[src/rtl/serial_adder_ctrl_pkg.sv]
`default_nettype none
// ---------------------------------------------------------------------------
// Module   : serial_adder_ctrl_pkg
// Purpose  : Shared state encoding and default width for the bit-serial adder
// Revision : 1.0  initial release
// ---------------------------------------------------------------------------
package serial_adder_ctrl_pkg;

  localparam int DEFAULT_WIDTH = 8;

  typedef enum logic [1:0] {
    ST_IDLE  = 2'd0,
    ST_SHIFT = 2'd1,
    ST_DONE  = 2'd2
  } state_t;

endpackage
`default_nettype wire

[src/rtl/serial_adder_ctrl_fa.sv]
`default_nettype none
// ---------------------------------------------------------------------------
// Module   : serial_adder_ctrl_fa
// Purpose  : 1-bit full-adder cell used as the time-shared serial datapath
// Revision : 1.0  initial release
// ---------------------------------------------------------------------------
module serial_adder_ctrl_fa (
  input  logic a,
  input  logic b,
  input  logic cin,
  output logic s,
  output logic cout
);

  assign s    = a ^ b ^ cin;
  assign cout = (a & b) | (cin & (a ^ b));

endmodule
`default_nettype wire

[src/rtl/serial_adder_ctrl.sv]
`default_nettype none
// ---------------------------------------------------------------------------
// Module   : serial_adder_ctrl
// Purpose  : Bit-serial WIDTH-bit adder controller; one full-adder cell is
//            reused for WIDTH cycles, LSB first, with carry fed back.
// Revision : 1.0  initial release
// ---------------------------------------------------------------------------
module serial_adder_ctrl
  import serial_adder_ctrl_pkg::*;
#(
  parameter int WIDTH = DEFAULT_WIDTH,
  parameter int CNT_W = $clog2(WIDTH + 1)
) (
  input  logic             clk,
  input  logic             rst_n,
  input  logic             start,
  input  logic [WIDTH-1:0] a,
  input  logic [WIDTH-1:0] b,
  input  logic             cin,
  output logic             ready,
  output logic             busy,
  output logic             done,
  output logic [WIDTH-1:0] sum,
  output logic             cout
);

  localparam logic [CNT_W-1:0] LAST_BIT = CNT_W'(WIDTH - 1);

  state_t             state;
  logic [WIDTH-1:0]   a_sh;
  logic [WIDTH-1:0]   b_sh;
  logic [WIDTH-1:0]   res_sh;
  logic               carry;
  logic [CNT_W-1:0]   cnt;
  logic               fa_s;
  logic               fa_co;
  logic [WIDTH-1:0]   res_next;

  // Single shared full-adder cell working on the current LSBs
  serial_adder_ctrl_fa u_fa (
    .a    (a_sh[0]),
    .b    (b_sh[0]),
    .cin  (carry),
    .s    (fa_s),
    .cout (fa_co)
  );

  // Result shift register value including this cycle's sum bit
  assign res_next = {fa_s, res_sh[WIDTH-1:1]};

  // Controller FSM, operand/result shifters, counter and registered outputs
  always_ff @(posedge clk or negedge rst_n) begin
    if (!rst_n) begin
      state  <= ST_IDLE;
      a_sh   <= '0;
      b_sh   <= '0;
      res_sh <= '0;
      carry  <= 1'b0;
      cnt    <= '0;
      sum    <= '0;
      cout   <= 1'b0;
      ready  <= 1'b1;
      busy   <= 1'b0;
      done   <= 1'b0;
    end else begin
      case (state)
        ST_IDLE, ST_DONE: begin
          done <= 1'b0;
          if (start) begin
            // Operands are captured only here; later input changes are ignored
            a_sh  <= a;
            b_sh  <= b;
            carry <= cin;
            cnt   <= '0;
            state <= ST_SHIFT;
            ready <= 1'b0;
            busy  <= 1'b1;
          end else begin
            state <= ST_IDLE;
            ready <= 1'b1;
            busy  <= 1'b0;
          end
        end
        ST_SHIFT: begin
          a_sh   <= {1'b0, a_sh[WIDTH-1:1]};
          b_sh   <= {1'b0, b_sh[WIDTH-1:1]};
          res_sh <= res_next;
          carry  <= fa_co;
          if (cnt == LAST_BIT) begin
            // sum/cout only change here, so they hold across a new operation
            cnt   <= '0;
            sum   <= res_next;
            cout  <= fa_co;
            state <= ST_DONE;
            ready <= 1'b1;
            busy  <= 1'b0;
            done  <= 1'b1;
          end else begin
            cnt <= cnt + CNT_W'(1);
          end
        end
        default: begin
          state <= ST_IDLE;
          cnt   <= '0;
          ready <= 1'b1;
          busy  <= 1'b0;
          done  <= 1'b0;
        end
      endcase
    end
  end

endmodule
`default_nettype wire

[config.mk]
export PLATFORM = sky130hd
export DESIGN_NAME = serial_adder_ctrl
export DESIGN_NICKNAME = d
export VERILOG_FILES = /design/src/rtl/serial_adder_ctrl_pkg.sv /design/src/rtl/serial_adder_ctrl_fa.sv /design/src/rtl/serial_adder_ctrl.sv
export SDC_FILE = /design/constraint.sdc
export NUM_CORES = 1
export LEC_CHECK = 0
export CORE_UTILIZATION = 30
export DETAILED_ROUTE_END_ITERATION = 12
export DONT_BUFFER_PORTS = 1
export GPL_TIMING_DRIVEN = 0
export PLACE_DENSITY = 0.52
export SLEW_MARGIN = 20
export SYNTH_ARGS = -nofsm -noshare
export SYNTH_HDL_FRONTEND = slang
export SYNTH_SLANG_ARGS = --single-unit
[constraint.sdc]
create_clock -name clk -period 2 [get_ports clk]
set_input_delay 0.4 -clock clk [delete_from_list [all_inputs] [get_ports clk]]
set_output_delay 0.4 -clock clk [all_outputs]
set_load 0.005 [all_outputs]
==> flow_metrics.env, run 1 <==
export IMPL_crit_slowest_cell="dfrtp_1"
export IMPL_cts_tree="built"
export IMPL_synth_top_area_cell="dfrtp_1"
export IMPL_grt_max_degree=41
export IMPL_cts_setup_buffers=0
export IMPL_cts_buffers=5
export IMPL_dieArea_sq_um=5900
export IMPL_synth_seq_cells=40
export IMPL_synth_cell_types=22
export IMPL_die_y_um=76.8
export IMPL_postRouteAntennaNets=0
export IMPL_fmax_ghz=0.656
export IMPL_io_buffer_count=0
export IMPL_drt_iter0_drc=105
export IMPL_path_clk_slew_ns=0.08
export IMPL_cp_top_family="simple AND/OR/NAND/NOR gates"
export IMPL_wl_um=3320
export IMPL_antenna_cells=0
export IMPL_rows=26
export IMPL_finalWorstSetupSlack_ns=0.475
export IMPL_hold_violations=0
export IMPL_h_tree_depth=2
export IMPL_max_clock_path_buffers=2
export IMPL_cts_resized=0
export IMPL_cts_hold_buffers_added=2
export IMPL_dieWidth_um=76.8
export IMPL_tns_ns=0
export IMPL_drive_gt1_share_pct=16.0
export IMPL_grt_overflow=0
export IMPL_start_util_pct=32.0
export IMPL_maxSlewViolCount=0
export IMPL_post_route_drc_count=0
export IMPL_clk_latency_ns=0.29
export IMPL_viasPerCell=4.72
export IMPL_fin_worst_skew_ns=0.00897
export IMPL_worst_setup_path_type="reg2reg"
export IMPL_crit_fanout=10
export IMPL_p_per_area_nw_per_um2=1590
export IMPL_crit_required_ns=2.17
export IMPL_grtUsageTotal_pct=12.2
export IMPL_grt_pass1_wl_um=5600
export IMPL_cpPeakStageDelay_ns=0.38
export IMPL_synth_top_area_share_pct=58.2
export IMPL_timing_slew_headroom_pct=69.9
export IMPL_whs_ns=0.252
export IMPL_coreArea_sq_um=5240
export IMPL_finalSetupViolCount=0
export IMPL_status="completed"
export IMPL_area_growth_pct=12.5
export IMPL_avgSynthCellArea_sq_um=10.2
export IMPL_report_power_total_uw=3010
export IMPL_leakage_uw=0.000849
export IMPL_syn_area_sq_um=1680
export IMPL_place_gp_congestion=0.704
export IMPL_firstDrtPassIters=4
export IMPL_num_vias=1156
export IMPL_cts_root_buf="clkbuf_8"
export IMPL_synth_nets=187
export IMPL_ioPinCount=32
export IMPL_yosys_top_cells_area="dfrtp_1 (58%), nand2_1 (13%), mux2_2 (6.0%), a31oi_1 (5.6%), nor2_1 (3.8%)"
export IMPL_place_ws_ns=0.484
export IMPL_yosys_warnings=0
export IMPL_hp_class="in2reg"
export IMPL_period_share_pct=76.2
export IMPL_cp_end_kind="flip-flop"
export IMPL_cp_start_kind="flip-flop"
export IMPL_finish_net_count=196
export IMPL_dp_hpwl_um=2330
export IMPL_antenna_found_initial=0
export IMPL_max_cap_violations=0
export IMPL_peakVddDrop_v=0.000499
export IMPL_path_cells="ha_1 -> nand3b_1 -> nor2_4 -> mux2_2"
export IMPL_synth_seq_area_share_pct=59.7
export IMPL_worst_pin_slew_ns=0.452
export IMPL_grt_pass1_vias=1167
export IMPL_rsz0062_at_grt="no"
export IMPL_crit_buf_inv=0
export IMPL_fin_crit_ns=1.52
export IMPL_syn_inst=165
export IMPL_cts_sink_count=40
export IMPL_wl_per_cell_um=13.5
export IMPL_arrival_ns=1.70
routing by layer:
layer | up-vias | track usage (%) | routed length [um]
li1 | 564 | - | -
met1 | 548 | 16.5 | 1550
met2 | 42 | 17.2 | 1450
met3 | 2 | 5.00 | 287
met4 | 0 | 4.62 | 20
met5 | - | 0 | 0
power by group:
part | leakage [uW] | total, uW | internal [uW] | switching [uW]
combinational | 0.000320 | 1010 | 446 | 562
sequential | 0.000479 | 1450 | 1200 | 258
clock | 0.0000510 | 547 | 275 | 272
total | 0.000849 | 3010 | 1920 | 1090
worst paths after layout:
path / from / to / slack (ns) / depth (start not counted)
max: cnt[1] / sum[0] / 0.48 / 4
min: b[0] / b_sh[0] / 0.25 / 2
max reg2reg: cnt[1] / sum[0] / 0.48 / 4
min reg2reg: res_sh[1] / res_sh[1] / 0.48 / 2
max in group asynchronous: rst_n / ready / 1.18 / 2
min in group asynchronous: rst_n / sum[2] / 0.57 / 2
cells in the final DEF, fill, tap and decap left out:
cell and n:
buf_4 4, fa_1 1, nor2_4 1, o21a_1 1, nand3_1 3, nor2_1 17
buf_2 3, dlygate4sd3_1 1, ha_1 1, mux2_2 9, nand2b_1 1, a22o_1 3
dfstp_2 1, or4_1 1, o21ai_0 2, dfrtp_1 39, buf_12 1, nand3b_1 1
clkbuf_1 2, nand2b_2 1, nand2_1 56, clkbuf_8 6, nor2b_1 2, xnor2_1 1
a31oi_1 15, clkinv_2 2
cells by family after synthesis:
| kind of cell | share of synthesized area, % |
|---|---|
| flip-flops | 59.7 |
| AND/OR/NAND/NOR | 20.4 |
| buffers and inverters | 3.13 |
| adder cells (fa/ha/maj) | 1.94 |
| multiplexers | 6.04 |
| XOR/XNOR | 0.522 |
| AO/OA/AOI/OAI | 8.20 |
final cells by class:
type	count	area, sq um
multi-input cells	116	623
repair buffers	2	30.0
fillers	533	3350
well taps	70	87.6
clock inverters	2	10.0
plain buffers	9	52.6
clock buffers	6	82.6
flip-flops and latches	40	1000
worst register-to-register path, cell delays in order (launching register included):
cell and delay (ns):
dfrtp_1 0.38, ha_1 0.21, nand3b_1 0.15, nor2_4 0.29
mux2_2 0.38
synthesized netlist by cell type, drive strengths merged:
cell type / instances
dfstp: 1
nand2: 56
or4: 1
mux2: 9
nor2b: 2
nand2b: 2
nand3b: 1
buf: 7
xnor2: 1
dfrtp: 39
ha: 1
o21ai: 2
nand3: 3
a31oi: 15
fa: 1
clkbuf: 2
a22o: 3
o21a: 1
nor2: 18
flip-flops by register name (all words and copies together) (netlist names):
name    cells
a_sh        8
cnt         4
done        1
sum         8
carry       1
cout        1
ready       1
b_sh        8
state       1
res_sh      7
per-stage QoR:
stage	cell area, sq um	utilization, %	cells
floorplan	1680	-	165
global placement	1770	33.7	235
detailed placement	1770	33.7	235
CTS	1890	36.0	245
global route	1890	36.0	245
finish	1890	36.0	245
(Power assumes the default switching activity.)
==> run 2, diff against run 1 <==
- PLACE_DENSITY: 0.52 -> 0.53
- clock period: 2 -> 1.24 ns (I/O delays scaled with it)
==> flow_metrics.env, run 2 (synthesized netlist as in run 1, its figures left out) <==
export IMPL_max_cap_violations=0
export IMPL_maxSlewViolCount=0
export IMPL_place_inst=235
export IMPL_post_route_util_pct=39.8
export IMPL_path_cells="ha_2 -> nand3b_1 -> nor2_4 -> buf_6 -> mux2_4"
export IMPL_worst_pin_slew_ns=0.260
export IMPL_cts_sink_count=40
export IMPL_wl_um=3600
export IMPL_path_clk_slew_ns=0.07
export IMPL_worst_setup_path_type="reg2reg"
export IMPL_drive_gt1_share_pct=27.2
export IMPL_cts_buffers=5
export IMPL_antenna_cells=0
export IMPL_hp_start="a[7]"
export IMPL_post_route_drc_count=0
export IMPL_r2r_end="sum[2]"
export IMPL_crit_required_ns=1.42
export IMPL_p_per_area_nw_per_um2=2590
export IMPL_layout_common_cells="nand2_1 (55), dfrtp_1 (37), nor2_1 (15), a31oi_1 (10), mux2_4 (9)"
export IMPL_hold_violations=0
export IMPL_die_y_um=76.8
export IMPL_p_switching_uw=1940
export IMPL_cts_tree="built"
export IMPL_start_util_pct=32.0
export IMPL_rows=26
export IMPL_clk_latency_ns=0.29
export IMPL_final_common_cell="nand2_1"
export IMPL_dp_hpwl_um=2260
export IMPL_clkPwrFrac_pct=16.4
export IMPL_cts_root_buf="clkbuf_8"
export IMPL_min_to="a_sh[7]"
export IMPL_leakage_uw=0.000930
export IMPL_finalWorstSetupSlack_ns=-0.136
export IMPL_switching_share_pct=36.1
export IMPL_fin_worst_skew_ns=0.00265
export IMPL_grt_overflow=0
export IMPL_fmax_ghz=0.727
export IMPL_tns_ns=-1.14
export IMPL_r2r_slack_ns=-0.14
export IMPL_firstDrtPassIters=4
export IMPL_period_share_pct=111
export IMPL_finish_net_count=201
export IMPL_crit_fanout=5
export IMPL_whs_path_depth=1
export IMPL_arrival_ns=1.55
export IMPL_violations="setup timing"
export IMPL_grt_pass1_vias=1209
export IMPL_h_tree_depth=2
export IMPL_r2r_start="cnt[1]"
export IMPL_rr_worst_depth=5
export IMPL_viasPerCell=4.82
export IMPL_max_clock_path_buffers=2
export IMPL_area_growth_pct=24.1
export IMPL_pwr_share_seq_pct=44.1
export IMPL_drt_iter0_drc=59
export IMPL_grtUsageTotal_pct=12.8
export IMPL_fin_crit_ns=1.38
export IMPL_dieArea_sq_um=5900
export IMPL_intPower_uw=3440
export IMPL_grt_pass1_wl_um=5810
export IMPL_coreArea_sq_um=5240
export IMPL_antenna_found_initial=0
export IMPL_rsz0062_at_grt="yes"
export IMPL_place_area_sq_um=1770
export IMPL_timing_slew_headroom_pct=82.7
export IMPL_cp_start_kind="flip-flop"
export IMPL_combPwrFrac_pct=39.5
export IMPL_finalSetupViolCount=9
export IMPL_cpPeakStageDelay_ns=0.36
export IMPL_num_vias=1204
export IMPL_postRouteAntennaNets=0
export IMPL_crit_slowest_cell="dfrtp_1"
export IMPL_ioPinCount=32
export IMPL_place_gp_congestion=0.716
export IMPL_status="complete, but fails checks"
export IMPL_cp_end_kind="flip-flop"
export IMPL_grt_max_degree=41
export IMPL_final_cells=250
export IMPL_hp_class="in2reg"
export IMPL_dieWidth_um=76.8
export IMPL_report_power_total_uw=5380
export IMPL_reg_top3="a_sh x8, b_sh x8, sum x8"
export IMPL_fin_area_sq_um=2080
export IMPL_peakVddDrop_v=0.00103
export IMPL_wl_per_cell_um=14.4
export IMPL_io_buffer_count=0
==> run 2: cell count changes in the layout (fill, tap and decap cells not counted), sizes merged <==
cell / previous run / this run
buf: 8 / 13
==> run 2: final cells by class <==
cell class | count | area, sq um
Tap cell | 70 | 87.6
Timing Repair Buffer | 9 | 90.1
Clock inverter | 2 | 10.0
Sequential cell | 40 | 1000
Clock buffer | 6 | 82.6
Fill cell | 526 | 3160
Buffer | 7 | 68.8
Multi-Input combinational cell | 116 | 738
==> run 2: power groups by stage <==
stage          logic (uW)  clock network [uW]  registers (uW)
2_1_floorplan        1300                   0            2260
3_3_place_gp         1560                   0            2370
3_5_place_dp         1600                   0            2380
4_1_cts              1870                 915            2370
5_1_grt              2400                 961            2460
6_report             2130                 883            2370
==> run 2: repair_timing <==
| item | in CTS | in global routing |
|---|---|---|
| pin swaps | 4 | 2 |
| hold endpoints to repair | 40 | 0 |
| endpoints found under the setup margin | 33 | 29 |
| hold buffers | 2 | 0 |
| cloned | 0 | 1 |
| setup buffers | 6 | 1 |
| resized for setup | 18 | 21 |
==> run 2: critical path, delay by kind of cell (launching register included) <==
kind,cells,cell delay (ns)
fa+ha+maj,1,0.18
flops,1,0.36
simple gates,2,0.28
mux,1,0.30
buf+inv,1,0.15
==> run 2: stage by stage <==
stage / hold slack [ns] / worst slack [ns]
4_1_cts: 0.0897 / -0.148
3_3_place_gp: -0.0465 / -0.279
5_1_grt: 0.0847 / -0.190
6_report: 0.0967 / -0.136
3_5_place_dp: -0.0464 / -0.285
2_1_floorplan: -0.0476 / -0.135
==> run 2: worst max path at each step <==
stage / from / to / slack, ns
after floorplan: cnt[0] / cout / -0.13
after global placement: cnt[0] / sum[6] / -0.28
after detailed placement: cnt[0] / sum[6] / -0.29
after CTS: cnt[1] / sum[2] / -0.15
after global routing: cnt[1] / sum[3] / -0.19
final: cnt[1] / sum[2] / -0.14
==> run 2: layer usage <==
layer	GRT usage [%]	up-vias	routed length, um
li1	-	573	-
met1	16.6	598	1720
met2	19.4	28	1650
met3	4.40	5	180
met4	5.19	0	46
met5	0	-	0
